### src/rtl/controle_ula_pkg.sv
// Shared definitions for the ALU sequencer: opcode values and FSM state encoding.
package controle_ula_pkg;

   localparam logic [2:0] OP_ADD = 3'b000;
   localparam logic [2:0] OP_SUB = 3'b001;
   localparam logic [2:0] OP_AND = 3'b010;
   localparam logic [2:0] OP_OR  = 3'b011;
   localparam logic [2:0] OP_XOR = 3'b100;
   localparam logic [2:0] OP_MUL = 3'b101;

   typedef enum logic [2:0] {
      OCIOSO,
      CARGA,
      EXEC,
      MULT,
      PRONTO
   } state_t;

endpackage

### src/rtl/controle_ula_comb.sv
// Single-cycle ALU ops; s[WIDTH] is ADD carry-out or SUB borrow.
// Purely combinational; MUL yields zero here and is sequenced by the controller.
module ula_comb
   import controle_ula_pkg::*;
#(
   parameter int WIDTH = 8
) (
   input  logic [WIDTH-1:0] a,
   input  logic [WIDTH-1:0] b,
   input  logic [2:0]       opcode,
   output logic [WIDTH:0]   s,
   output logic             err
);

   always_comb begin
      s   = '0;
      err = 1'b0;
      case (opcode)
         OP_ADD: s = {1'b0, a} + {1'b0, b};
         // Bit WIDTH of the widened difference is set exactly when a < b.
         OP_SUB: s = {1'b0, a} - {1'b0, b};
         OP_AND: s = {1'b0, a & b};
         OP_OR:  s = {1'b0, a | b};
         OP_XOR: s = {1'b0, a ^ b};
         OP_MUL: s = '0;
         default: err = 1'b1;
      endcase
   end

endmodule

### src/rtl/controle_ula.sv
// ALU sequencer: accepts one request, runs it (2 edges non-MUL, WIDTH+1 edges MUL) and
// holds the registered result until resp_ready; req_ready is low everywhere but OCIOSO.
module controle_ula
   import controle_ula_pkg::*;
#(
   parameter int WIDTH = 8
) (
   input  logic               clk,
   input  logic               rst,
   input  logic               req_valid,
   output logic               req_ready,
   input  logic [2:0]         req_opcode,
   input  logic [WIDTH-1:0]   req_a,
   input  logic [WIDTH-1:0]   req_b,
   output logic               resp_valid,
   input  logic               resp_ready,
   output logic [2*WIDTH-1:0] resp_s,
   output logic               resp_carry,
   output logic               resp_zero,
   output logic               resp_err,
   output logic               busy
);

   localparam int CW = (WIDTH > 1) ? $clog2(WIDTH) : 1;

   state_t             r_state;
   state_t             w_next;
   logic [2:0]         r_opcode;
   logic [WIDTH-1:0]   r_a;
   logic [WIDTH-1:0]   r_b;
   logic [2*WIDTH-1:0] r_acc;
   logic [CW-1:0]      r_cnt;
   logic [2*WIDTH-1:0] r_resp_s;
   logic               r_carry;
   logic               r_zero;
   logic               r_err;

   logic [WIDTH-1:0]   w_op_a;
   logic [WIDTH-1:0]   w_op_b;
   logic [2:0]         w_opc;
   logic [WIDTH:0]     w_s;
   logic               w_err;
   logic [2*WIDTH-1:0] w_acc_next;
   logic               w_last;

   // During MULT the ALU adds the multiplicand into the upper half of the product register.
   assign w_op_a = (r_state == MULT) ? r_acc[2*WIDTH-1:WIDTH] : r_a;
   assign w_op_b = r_a;
   assign w_opc  = (r_state == MULT) ? OP_ADD : r_opcode;

   ula_comb #(.WIDTH(WIDTH)) u_ula (
      .a      (w_op_a),
      .b      (w_op_b == r_a && r_state != MULT ? r_b : w_op_b),
      .opcode (w_opc),
      .s      (w_s),
      .err    (w_err)
   );

   // Low half starts as the multiplier; each step tests its lsb and shifts the product in.
   assign w_acc_next = r_acc[0] ? {w_s, r_acc[WIDTH-1:1]}
                                : {1'b0, r_acc[2*WIDTH-1:1]};
   assign w_last     = (r_cnt == CW'(WIDTH - 1));

   always_ff @(posedge clk) begin
      if (rst) r_state <= OCIOSO;
      else     r_state <= w_next;
   end

   always_comb begin
      w_next = r_state;
      case (r_state)
         OCIOSO: if (req_valid) w_next = CARGA;
         CARGA:  w_next = (r_opcode == OP_MUL) ? MULT : EXEC;
         EXEC:   w_next = PRONTO;
         MULT:   if (w_last) w_next = PRONTO;
         PRONTO: if (resp_ready) w_next = OCIOSO;
         default: w_next = OCIOSO;
      endcase
   end

   always_ff @(posedge clk) begin
      if (rst) begin
         r_opcode <= '0;
         r_a      <= '0;
         r_b      <= '0;
         r_acc    <= '0;
         r_cnt    <= '0;
         r_resp_s <= '0;
         r_carry  <= 1'b0;
         r_zero   <= 1'b0;
         r_err    <= 1'b0;
      end else begin
         case (r_state)
            OCIOSO: if (req_valid) begin
               r_opcode <= req_opcode;
               r_a      <= req_a;
               r_b      <= req_b;
            end
            CARGA: if (r_opcode == OP_MUL) begin
               r_acc <= {{WIDTH{1'b0}}, r_b};
               r_cnt <= '0;
            end
            EXEC: begin
               r_resp_s <= {{WIDTH{1'b0}}, w_s[WIDTH-1:0]};
               r_carry  <= w_s[WIDTH];
               r_zero   <= (w_s[WIDTH-1:0] == '0);
               r_err    <= w_err;
            end
            MULT: begin
               r_acc <= w_acc_next;
               r_cnt <= r_cnt + 1'b1;
               if (w_last) begin
                  r_resp_s <= w_acc_next;
                  r_carry  <= 1'b0;
                  r_zero   <= (w_acc_next == '0);
                  r_err    <= 1'b0;
               end
            end
            default: ;
         endcase
      end
   end

   assign req_ready  = (r_state == OCIOSO);
   assign resp_valid = (r_state == PRONTO);
   assign busy       = (r_state != OCIOSO);
   assign resp_s     = r_resp_s;
   assign resp_carry = r_carry;
   assign resp_zero  = r_zero;
   assign resp_err   = r_err;

endmodule

### config.mk
export PLATFORM = sky130hd
export DESIGN_NAME = controle_ula
export DESIGN_NICKNAME = d
export VERILOG_FILES = /design/src/rtl/controle_ula_pkg.sv /design/src/rtl/controle_ula_comb.sv /design/src/rtl/controle_ula.sv
export SDC_FILE = /design/constraint.sdc
export NUM_CORES = 1
export LEC_CHECK = 0
export ABC_AREA = 1
export BUFFER_PORTS_ARGS = -buffer_cell sky130_fd_sc_hd__buf_4
export CAP_MARGIN = 20
export CORE_UTILIZATION = 55
export CTS_CLUSTER_SIZE = 30
export DETAILED_ROUTE_END_ITERATION = 6
export GPL_ROUTABILITY_DRIVEN = 1
export GPL_TIMING_DRIVEN = 0
export PLACE_DENSITY = 0.76
export REMOVE_ABC_BUFFERS = 1
export SETUP_SLACK_MARGIN = 0.3
export SLEW_MARGIN = 40
export SYNTH_ARGS = -nofsm -noshare
export SYNTH_HDL_FRONTEND = slang
export SYNTH_SLANG_ARGS = --single-unit
### constraint.sdc
create_clock -name clk -period 3.5 [get_ports clk]
set_input_delay 0.175 -clock clk [delete_from_list [all_inputs] [get_ports clk]]
set_output_delay 0.175 -clock clk [all_outputs]
set_load 0.05 [all_outputs]
==> results.yml <==
run_status:
  outcome: "complete, but fails checks"
  violations: "design-rule violations"
grt:
  overflow: 0
  grt_pass1_vias: 3892
  grt_max_degree: 35
  grt_pass1_wl_um: 18100
  antenna_found_initial: 0
  grt_util_all_layers_pct: 32.2
clock_network:
  hold_buffers: 0
  cts_made_buffers: 9
  clk_pin_slew_ns: 0.07
  cts-root-buf: "clkbuf_8"
  clk_path_buf_depth: 2
  clk_latency_ns: 0.35
  cts.sinks: 60
  htreeDepth: 3
  cts_tree: "yes"
sta:
  worst_pin_slew_ns: 0.721
  fin_skew_ns: 0.0101
  slew_violations: 0
  fin_crit_sh_pct: 88.0
  final.setup.tns_ns: 0
  holdWs_ns: 0.0911
  hold_viol_final: 0
  finalCriticalPeriod_ns: 3.08
  relSlewSlack_pct: 51.9
  timing.fmax_ghz: 0.325
  rsz0062_at_grt: "yes"
  setup_viol: 0
  layout_setup_ws_ns: 0.422
yosys:
  avgSynthCellArea_um2: 6.77
  syn_area_um2: 3770
  synth_cell_types: 40
  synthCells: 557
  yosysSeqAreaShare_pct: 31.8
  synth-seq-cells: 60
  yosysWarnings: 0
floorplan:
  dieWidth_um: 84.8
  rows: 29
  die_y_um: 84.8
  coreArea_um2: 6490
  ioPinCount: 45
  start_util_pct: 58.1
  die-area_um2: 7200
finish:
  design_area_um2: 4770
  drive_gt1_share_pct: 27.8
  n_fill_cell: 518
  post-route-util_pct: 73.5
  antenna_cells: 0
  stdcell_count: 704
  layout.nets: 668
  area_growth_pct: 26.5
critical_path:
  path_depth: 25
  worst-path-buf-inv: 8
  critPathMaxStageDelay_ns: 0.39
  cp_max_fo: 6
  r2r_cells: 25
  worst_setup_path_end_kind: "flip-flop"
  startpoint_type: "flip-flop"
  cp_slowest_cell: "dfxtp_4"
  worstPathArrival_ns: 3.37
  path_delay_family: "simple AND/OR/NAND/NOR gates"
  required_ns: 3.79
  cpMostUsedCell: "inv_2"
  critPathKind: "reg2reg"
pwr:
  p_sw_mw: 1.85
  powerDensity_nw_per_um2: 786
  p_int_mw: 1.90
  power.total_mw: 3.75
  comb_power_share_pct: 60.0
  sw_frac_of_total_pct: 49.4
  vdd_ir_drop_max_mv: 0.545
  power_frac_seq_pct: 22.8
  p_leak_nw: 2.24
  pwr-share-clk_pct: 17.2
route:
  drc: 2
  vias: 4190
  drt.antenna.violating_nets: 0
  wirelength_um: 12000
  drt_iter0_drc: 387
  vias_per_cell: 5.95
  routedWlPerCell_um: 17.1
  drtPass1Iterations: 7
placement:
  portBuffers: 44
  place_hpwl_um: 7440
  globalplace.congestion: 0.928
  dpl-instance-area_um2: 4090
  dp_cells: 654
  place_ws_ns: -0.381
worst_hold_path:
  hold_path_class: "in2reg"
  hold_path_depth: 4
run:
  maxCapViolations: 0
==> synth_stat cells <==
cell | number | area [um^2]
buf_8 | 1 | 15.0
nor3_2 | 1 | 10.0
nand2_1 | 131 | 492
inv_4 | 1 | 6.26
nand3b_1 | 2 | 15.0
nand3_1 | 45 | 225
a31oi_1 | 15 | 93.8
o21ai_1 | 3 | 15.0
nand2_2 | 14 | 87.6
fa_1 | 1 | 20.0
o21ai_2 | 2 | 17.5
nand4_1 | 12 | 75.1
o22ai_1 | 1 | 6.26
clkbuf_1 | 15 | 56.3
buf_6 | 1 | 11.3
a21oi_2 | 1 | 8.76
ha_1 | 22 | 275
nor4_2 | 1 | 12.5
dfxtp_1 | 60 | 1200
o21bai_1 | 1 | 7.51
inv_1 | 60 | 225
nand3_4 | 1 | 17.5
nor3_1 | 5 | 25.0
inv_2 | 4 | 15.0
or2_2 | 6 | 37.5
o21ai_4 | 1 | 16.3
nor2_4 | 1 | 11.3
a21boi_0 | 1 | 7.51
or2_1 | 2 | 12.5
buf_1 | 1 | 3.75
nor2_2 | 6 | 37.5
xnor2_1 | 1 | 8.76
o21ai_0 | 48 | 240
nor2_1 | 23 | 86.3
xor2_1 | 7 | 61.3
nor4_1 | 1 | 6.26
buf_2 | 4 | 20.0
a21oi_1 | 52 | 260
a221oi_2 | 1 | 15.0
buf_4 | 2 | 15.0
==> cells by family after synthesis <==
group,after synthesis,synth area share [%]
buffers and inverters,89,9.75
adder cells (fa/ha/maj),23,7.82
flip-flops,60,31.8
XOR/XNOR,8,1.86
AO/OA/AOI/OAI,126,18.2
AND/OR/NAND/NOR,251,30.5
==> path summary, 6_finish.rpt <==
path	startpoint	to	slack, ns
max reg2reg	r_state[0]	resp_carry	0.42
min	resp_ready	r_state[2]	0.09
max	r_state[0]	resp_carry	0.42
min reg2reg	r_cnt[0]	r_cnt[0]	0.47
==> registers in the layout, summed over array words and instances (netlist names), 3 cells and up <==
register  cells
r_a           8
r_b           8
r_state       3
r_acc        16
r_cnt         3
resp_s       16
r_opcode      3
==> power groups by stage <==
| stage | logic, mW | registers (mW) | clock network (mW) |
|---|---|---|---|
| CTS | 1.87 | 0.849 | 0.646 |
| global route | 2.46 | 0.863 | 0.679 |
| finish | 2.25 | 0.857 | 0.646 |
| floorplan | 1.19 | 0.974 | 0 |
| global placement | 1.73 | 0.860 | 0 |
| detailed placement | 1.77 | 0.865 | 0 |
==> placed cells by master, fill, tap and decap left out, types with 3 or more instances in the layout <==
cell	synthesis	routed
nand3_4	1	4
or2_2	6	5
nand4_1	12	12
o21ai_0	48	45
nand2_1	131	121
a21oi_1	52	47
nand2_2	14	18
buf_6	1	6
nor2_1	23	21
dfxtp_4	0	3
nor3_1	5	4
clkinvlp_4	0	3
buf_4	2	67
ha_1	22	21
nor2_2	6	8
a31oi_1	15	15
a21oi_2	1	6
xor2_1	7	7
o21ai_2	2	4
o21ai_1	3	3
clkbuf_8	0	9
inv_2	4	11
nand2_4	0	6
inv_1	60	53
nand3_1	45	38
dfxtp_1	60	57
nand3_2	0	7
==> area by class of cell <==
| type | count | area [um^2] | share of cell area (%) |
|---|---|---|---|
| clock buffer | 9 | 124 | 2.60 |
| sequential | 60 | 1210 | 25.4 |
| tap | 77 | 96.3 | 2.02 |
| inverter | 65 | 251 | 5.27 |
| timing repair buffer | 74 | 591 | 12.4 |
| multi-input combinational | 412 | 2420 | 50.8 |
| clock inverter | 7 | 75.1 | 1.57 |
==> layer usage <==
layer | vias up | GRT usage [%] | part of all wire, %
met3 | 57 | 5.06 | 6.7
met4 | 0 | 15.6 | 4.9
li1 | 1990 | - | -
met5 | - | 0 | 0
met2 | 217 | 54.0 | 46
met1 | 1926 | 40.5 | 42
==> worst min-delay path, stage by stage <==
cell     delay [ns]
buf_4          0.08
inv_1          0.03
nand2_1        0.07
a21oi_1        0.06
==> what timing repair did <==
item                       in CTS  in global routing
resized for setup              12                 52
setup endpoints to repair      23                  9
pin swaps                       4                 25
gates cloned                    4                  0
setup buffers                  12                 18
No activity file was read; power rests on OpenSTA's default activity.
